<file path="config.mk">
export PLATFORM = sky130hd
export DESIGN_NAME = seg7_scan_display_flat
export DESIGN_NICKNAME = d
export VERILOG_FILES = /design/src/rtl/seg7_scan_display_if.sv /design/src/rtl/seg7_scan_display.sv /design/src/flat_wrapper.sv
export SDC_FILE = /design/constraint.sdc
export NUM_CORES = 1
export LEC_CHECK = 0
export ABC_CLOCK_PERIOD_IN_PS = 6300
export CORE_AREA = 2 2 80 98
export DETAILED_ROUTE_END_ITERATION = 7
export DIE_AREA = 0 0 82 100
export DONT_BUFFER_PORTS = 1
export HOLD_SLACK_MARGIN = 0.12
export PLACE_DENSITY = 0.56
export SETUP_SLACK_MARGIN = 0.3
export SLEW_MARGIN = 0
export SYNTH_ARGS = -nofsm -noshare
export SYNTH_HDL_FRONTEND = slang
export SYNTH_SLANG_ARGS = --single-unit
</file>
<file path="constraint.sdc">
create_clock -name clk -period 6.3 [get_ports clk]
set_input_delay 0.945 -clock clk [delete_from_list [all_inputs] [get_ports clk]]
set_output_delay 0.945 -clock clk [all_outputs]
set_load 0.02 [all_outputs]
</file>
<file path="src/rtl/seg7_scan_display_if.sv">
// Value and display bundle between the BCD producer and the multiplexed 7-segment driver.
// The master presents digits and a load strobe; the slave drives segments, anodes and the frame pulse.
interface seg7_scan_display_if;
   logic       load;
   logic [3:0] bcd0;
   logic [3:0] bcd1;
   logic [3:0] bcd2;
   logic       neg;
   logic [6:0] seg;
   logic [3:0] an;
   logic       frame;

   modport master (
      output load, bcd0, bcd1, bcd2, neg,
      input  seg, an, frame
   );

   modport slave (
      input  load, bcd0, bcd1, bcd2, neg,
      output seg, an, frame
   );
endinterface

</file>
<file path="src/rtl/seg7_scan_display.sv">
// Double-buffered 3-digit-plus-sign scanner for a 4-digit common-anode 7-segment display.
// Leading-zero blanking, a floating minus sign and per-slot anti-ghost blanking; updates land at frame boundaries.
module seg7_scan_display #(
   parameter int CLK_HZ      = 50_000_000,
   parameter int REFRESH_HZ  = 1000,
   parameter int BLANK_CYC   = 16,
   parameter int SEG_ACT_LOW = 1,
   parameter int AN_ACT_LOW  = 1
) (
   input  logic                clk,
   input  logic                rst_n,
   seg7_scan_display_if.slave  bus
);

   localparam int DIV_RAW = CLK_HZ / (REFRESH_HZ * 4);
   localparam int DIV     = (DIV_RAW < 1) ? 1 : DIV_RAW;
   localparam int BLANK   = (BLANK_CYC > DIV - 1) ? DIV - 1 : BLANK_CYC;
   localparam int PW      = (DIV > 1) ? $clog2(DIV) : 1;

   localparam logic [PW-1:0] PRESC_MAX = PW'(DIV - 1);
   localparam logic [PW-1:0] BLANK_LIM = PW'(BLANK);
   localparam logic [6:0]    SEG_OFF   = (SEG_ACT_LOW != 0) ? 7'h7F : 7'h00;
   localparam logic [3:0]    AN_OFF    = (AN_ACT_LOW != 0) ? 4'hF : 4'h0;
   localparam logic [6:0]    PAT_MINUS = 7'h40;
   localparam logic [6:0]    PAT_BLANK = 7'h00;

   function automatic logic [6:0] digit_pat(input logic [3:0] d);
      logic [6:0] p;
      case (d)
         4'd0:    p = 7'h3F;
         4'd1:    p = 7'h06;
         4'd2:    p = 7'h5B;
         4'd3:    p = 7'h4F;
         4'd4:    p = 7'h66;
         4'd5:    p = 7'h6D;
         4'd6:    p = 7'h7D;
         4'd7:    p = 7'h07;
         4'd8:    p = 7'h7F;
         4'd9:    p = 7'h6F;
         default: p = 7'h79;
      endcase
      return p;
   endfunction

   logic [PW-1:0] presc_r;
   logic [1:0]    slot_r;
   logic [3:0]    pend_d0_r, pend_d1_r, pend_d2_r;
   logic          pend_neg_r, pend_vld_r;
   logic [3:0]    shd_d0_r, shd_d1_r, shd_d2_r;
   logic          shd_neg_r;
   logic [6:0]    seg_r;
   logic [3:0]    an_r;
   logic          frame_r;

   logic [PW-1:0] presc_nx_s;
   logic [1:0]    slot_nx_s;
   logic          wrap_s;
   logic          boundary_s;
   logic          blank2_s, blank1_s, zero_s, minus_s;
   logic [1:0]    minus_pos_s;
   logic [6:0]    pat_s;
   logic [3:0]    onehot_s;

   // Prescaler / slot sequencing and frame-boundary detection.
   always_comb begin
      wrap_s = (presc_r == PRESC_MAX);
      if (wrap_s) begin
         presc_nx_s = '0;
         slot_nx_s  = slot_r + 2'd1;
      end else begin
         presc_nx_s = presc_r + PW'(1);
         slot_nx_s  = slot_r;
      end
      boundary_s = wrap_s && (slot_r == 2'd3);
   end

   // Scan counters.
   always_ff @(posedge clk or negedge rst_n) begin
      if (!rst_n) begin
         presc_r <= '0;
         slot_r  <= 2'd0;
      end else begin
         presc_r <= presc_nx_s;
         slot_r  <= slot_nx_s;
      end
   end

   // Pending/shadow double buffer; a load on the boundary bypasses pending.
   always_ff @(posedge clk or negedge rst_n) begin
      if (!rst_n) begin
         pend_d0_r  <= 4'd0;
         pend_d1_r  <= 4'd0;
         pend_d2_r  <= 4'd0;
         pend_neg_r <= 1'b0;
         pend_vld_r <= 1'b0;
         shd_d0_r   <= 4'd0;
         shd_d1_r   <= 4'd0;
         shd_d2_r   <= 4'd0;
         shd_neg_r  <= 1'b0;
      end else if (boundary_s) begin
         pend_vld_r <= 1'b0;
         if (bus.load) begin
            shd_d0_r  <= bus.bcd0;
            shd_d1_r  <= bus.bcd1;
            shd_d2_r  <= bus.bcd2;
            shd_neg_r <= bus.neg;
         end else if (pend_vld_r) begin
            shd_d0_r  <= pend_d0_r;
            shd_d1_r  <= pend_d1_r;
            shd_d2_r  <= pend_d2_r;
            shd_neg_r <= pend_neg_r;
         end
      end else if (bus.load) begin
         pend_d0_r  <= bus.bcd0;
         pend_d1_r  <= bus.bcd1;
         pend_d2_r  <= bus.bcd2;
         pend_neg_r <= bus.neg;
         pend_vld_r <= 1'b1;
      end
   end

   // Blanking and minus placement; the minus sits just left of the leading shown digit.
   always_comb begin
      blank2_s = (shd_d2_r == 4'd0);
      blank1_s = blank2_s && (shd_d1_r == 4'd0);
      zero_s   = blank1_s && (shd_d0_r == 4'd0);
      minus_s  = shd_neg_r && !zero_s;
      if (!blank2_s) begin
         minus_pos_s = 2'd3;
      end else if (!blank1_s) begin
         minus_pos_s = 2'd2;
      end else begin
         minus_pos_s = 2'd1;
      end
      onehot_s = 4'b0001 << slot_r;
      pat_s    = PAT_BLANK;
      if (minus_s && (slot_r == minus_pos_s)) begin
         pat_s = PAT_MINUS;
      end else begin
         case (slot_r)
            2'd0:    pat_s = digit_pat(shd_d0_r);
            2'd1:    pat_s = blank1_s ? PAT_BLANK : digit_pat(shd_d1_r);
            2'd2:    pat_s = blank2_s ? PAT_BLANK : digit_pat(shd_d2_r);
            default: pat_s = PAT_BLANK;
         endcase
      end
   end

   // Registered drive; blank-content slots keep their anode off too, so nothing ghosts.
   always_ff @(posedge clk or negedge rst_n) begin
      if (!rst_n) begin
         seg_r   <= SEG_OFF;
         an_r    <= AN_OFF;
         frame_r <= 1'b0;
      end else begin
         if ((presc_r < BLANK_LIM) || (pat_s == PAT_BLANK)) begin
            seg_r <= SEG_OFF;
            an_r  <= AN_OFF;
         end else begin
            seg_r <= pat_s ^ SEG_OFF;
            an_r  <= onehot_s ^ AN_OFF;
         end
         frame_r <= (presc_nx_s == PRESC_MAX) && (slot_nx_s == 2'd3);
      end
   end

   assign bus.seg   = seg_r;
   assign bus.an    = an_r;
   assign bus.frame = frame_r;

endmodule

</file>
<file path="src/flat_wrapper.sv">
// flat-port wrapper written by rule: the top's interface ports become plain ports
module seg7_scan_display_flat 
#(
   parameter int CLK_HZ      = 50_000_000,
   parameter int REFRESH_HZ  = 1000,
   parameter int BLANK_CYC   = 16,
   parameter int SEG_ACT_LOW = 1,
   parameter int AN_ACT_LOW  = 1
)
  (clk, rst_n, bus_load, bus_bcd0, bus_bcd1, bus_bcd2, bus_neg, bus_seg, bus_an, bus_frame);
  seg7_scan_display_if bus_i ();
  input  logic clk;
  input  logic rst_n;
  input wire logic [$bits(bus_i.load)-1:0] bus_load;
  input wire logic [$bits(bus_i.bcd0)-1:0] bus_bcd0;
  input wire logic [$bits(bus_i.bcd1)-1:0] bus_bcd1;
  input wire logic [$bits(bus_i.bcd2)-1:0] bus_bcd2;
  input wire logic [$bits(bus_i.neg)-1:0] bus_neg;
  output wire logic [$bits(bus_i.seg)-1:0] bus_seg;
  output wire logic [$bits(bus_i.an)-1:0] bus_an;
  output wire logic [$bits(bus_i.frame)-1:0] bus_frame;
  assign bus_i.load = bus_load;
  assign bus_i.bcd0 = bus_bcd0;
  assign bus_i.bcd1 = bus_bcd1;
  assign bus_i.bcd2 = bus_bcd2;
  assign bus_i.neg = bus_neg;
  assign bus_seg = bus_i.seg;
  assign bus_an = bus_i.an;
  assign bus_frame = bus_i.frame;
  seg7_scan_display #(.CLK_HZ(CLK_HZ), .REFRESH_HZ(REFRESH_HZ), .BLANK_CYC(BLANK_CYC), .SEG_ACT_LOW(SEG_ACT_LOW), .AN_ACT_LOW(AN_ACT_LOW)) u_core (.clk(clk), .rst_n(rst_n), .bus(bus_i));
endmodule
</file>
==> out/qor.yml <==
status: "completed"
die_area_um2: 8200
nets: 323
peakVddDrop_mv: 0.100
wl_mm: 6.08
root_buffer: "clkbuf_8"
period_share: 0.416
r2r-end: "u_core.shd_d2_r[2]$_DFFE_PN0P_"
chipWidth_um: 82
die_height_um: 100
p_leak_nw: 1.55
setup-violations-final: 0
grt_pass1_vias: 2100
dp_cells: 371
cts_buffer_depth: 2
htree_levels: 2
fin_util: 0.455
dpl_cell_area_um2: 3240
wl_per_cell_um: 16.0
final_common_cell: "dfrtp_1"
regToRegStartpoint: "u_core.presc_r[0]$_DFF_PN0_"
vias: 2128
highest_layer: "met4"
synth_top_area_share: 0.344
worstSetupStartpointType: "flop"
clk_latency_ns: 0.30
io_pins: 28
hold_viol: 0
slew_violations: 0
core_um2: 7360
r2r_cells: 6
slew_headroom: 0.507
ff2ff_setup_slack_ns: 3.68
synthCells: 292
cts_hold_buf: 0
start_util: 0.435
arrival_ns: 2.82
synth-edff-count: 0
grt_max_degree: 56
grt_overflow: 0
area_growth_syn_to_layout_pct: 4.70
final_antenna_net_count: 0
async_reset_ff_frac: 1.00
fmax_mhz: 381
fillers: 687
criticalPathCategory: "reg -> reg"
dr_wl_met3_um: 195
grtUsageTotal: 0.161
power.density_nw_per_um2: 178
layout_common_cells: "dfrtp_1 (44), mux2_2 (21), ha_1 (21)"
grt_pass1_wl_mm: 10.2
fin_area_um2: 3350
drt-pass1-iter-count: 4
synth.area.top_cells: "dfrtp_1 (34%), dfstp_2 (9.0%), ha_1 (8.2%)"
seq_area_frac_synth: 0.435
drc: 0
drv_cap: 0
instances_no_fill: 379
synth.distinct_cells: 55
rsz0062_at_grt: "false"
worst_slew_pin_slew_ns: 0.735
path_max_fanout: 15
wl_met1_mm: 2.60
finClkSkew_ns: 0.00319
numCtsBuffers: 5
drive_gt1_frac: 0.192
yosys_warnings: 0
cts.repair.resized: 0
rows: 35
io_buffer_count: 0
avgSynthCellArea_um2: 10.9
setup_tns_ns: 0
crit_path_end_kind: "flop"
tritoncts: "yes"
via_per_inst: 5.61
period_minus_slack_ns: 2.62
cts_setup_buffers: 0
clock_sinks: 55
drt_iter0_markers: 114
hold_path_class: "in -> async"
yosys_register_bits: 55
clkTransAtPathRegs_ns: 0.09
dp_hpwl_mm: 4.61
gp_congestion: 0.806
antenna_found_initial: 0
n_antenna_cell: 0
wl_met2_mm: 3.15
netlist.top_cell.by_area: "dfrtp_1"
syn-num-nets: 329
synth.cell_area_um2: 3200
synth-main-ff-cell: "dfrtp_1"
holdWs_ns: 0.323
required_ns: 6.50
-- through the flow --
stage               worst slack, ns  total power [mW]
finish                         3.68             0.596
global route                   3.48             0.623
CTS                            3.64             0.608
detailed placement             3.66             0.392
global placement               3.72             0.391
floorplan                      3.96             0.390
-- per-layer routing --
metal	global-route usage	vias up
met4	0.0449	0
li1	-	1038
met5	0	-
met2	0.283	34
met3	0.0306	10
met1	0.198	1046
-- state kept, by name (all words and copies together) (netlist names) --
signal / count
u_core.shd_neg_r: 1
u_core.pend_d0_r: 4
u_core.bus.seg: 7
u_core.pend_d2_r: 4
u_core.pend_d1_r: 4
u_core.shd_d1_r: 4
u_core.presc_r: 14
u_core.slot_r: 2
u_core.pend_vld_r: 1
u_core.pend_neg_r: 1
u_core.shd_d0_r: 4
u_core.bus.an: 4
u_core.bus.frame: 1
u_core.shd_d2_r: 4
-- synth_stat cells, types with 2 or more instances --
master,n
a211o_1,2
a21o_1,3
a21oi_1,7
a222oi_1,3
a31o_2,3
and3_1,4
and4_1,2
buf_2,4
buf_6,2
clkbuf_1,6
dfrtp_1,44
dfstp_2,11
ha_1,21
inv_1,15
mux2_2,21
mux2i_1,20
nand2_1,9
nand2b_1,5
nand3_1,17
nand4_1,6
nor2_1,14
nor2b_1,10
nor3_1,5
o21a_1,2
o21ai_0,9
o221ai_1,2
o311ai_0,2
o31ai_1,4
or2_2,2
or3_1,2
or3b_4,2
xnor2_1,7
xor2_1,4
-- power by group --
| part | total [mW] | switching (mW) | internal, mW |
|---|---|---|---|
| logic | 0.0194 | 0.00585 | 0.0135 |
| registers | 0.365 | 0.00351 | 0.361 |
| clock network | 0.211 | 0.111 | 0.100 |
| total | 0.596 | 0.121 | 0.475 |
-- worst max path at each step --
stage                                      startpoint                        endpoint  slack, ns  cells past startpoint
final                     u_core.presc_r[0]$_DFF_PN0_  u_core.shd_d2_r[2]$_DFFE_PN0P_       3.68                      6
after global routing      u_core.presc_r[0]$_DFF_PN0_  u_core.shd_d2_r[2]$_DFFE_PN0P_       3.48                      6
after CTS                 u_core.presc_r[0]$_DFF_PN0_  u_core.shd_d2_r[2]$_DFFE_PN0P_       3.64                      6
after detailed placement  u_core.presc_r[0]$_DFF_PN0_  u_core.shd_d2_r[2]$_DFFE_PN0P_       3.66                      6
after global placement    u_core.presc_r[0]$_DFF_PN0_  u_core.shd_d2_r[2]$_DFFE_PN0P_       3.72                      6
after floorplan                              bus_load  u_core.shd_d2_r[2]$_DFFE_PN0P_       3.96                      4
-- layout make-up --
type	count	area, um2	share of cell area
clock buffer	7	96.3	0.0288
inverter	15	56.3	0.0168
multi-input combinational	209	1680	0.502
clock inverter	1	7.51	0.00224
sequential	55	1390	0.415
tap	92	115	0.0344
-- kinds of logic after synthesis --
logic type,share of synthesized area
and+or+nand+nor,0.165
DFF,0.435
AOI/OAI and AO/OA,0.112
muxes,0.137
buffers and inverters,0.0391
adders and majority gates,0.0822
xor gates and xnor gates,0.0301
-- worst max-delay path, cell delays in order (launching register included) --
cell and delay [ns]:
dfrtp_1 0.44, ha_1 0.25, and3_1 0.25, nand4_1 0.16, nor3_4 0.51, nand3b_2 0.49, mux2_2 0.42
Note: power is estimated with default switching activity, not from simulation.
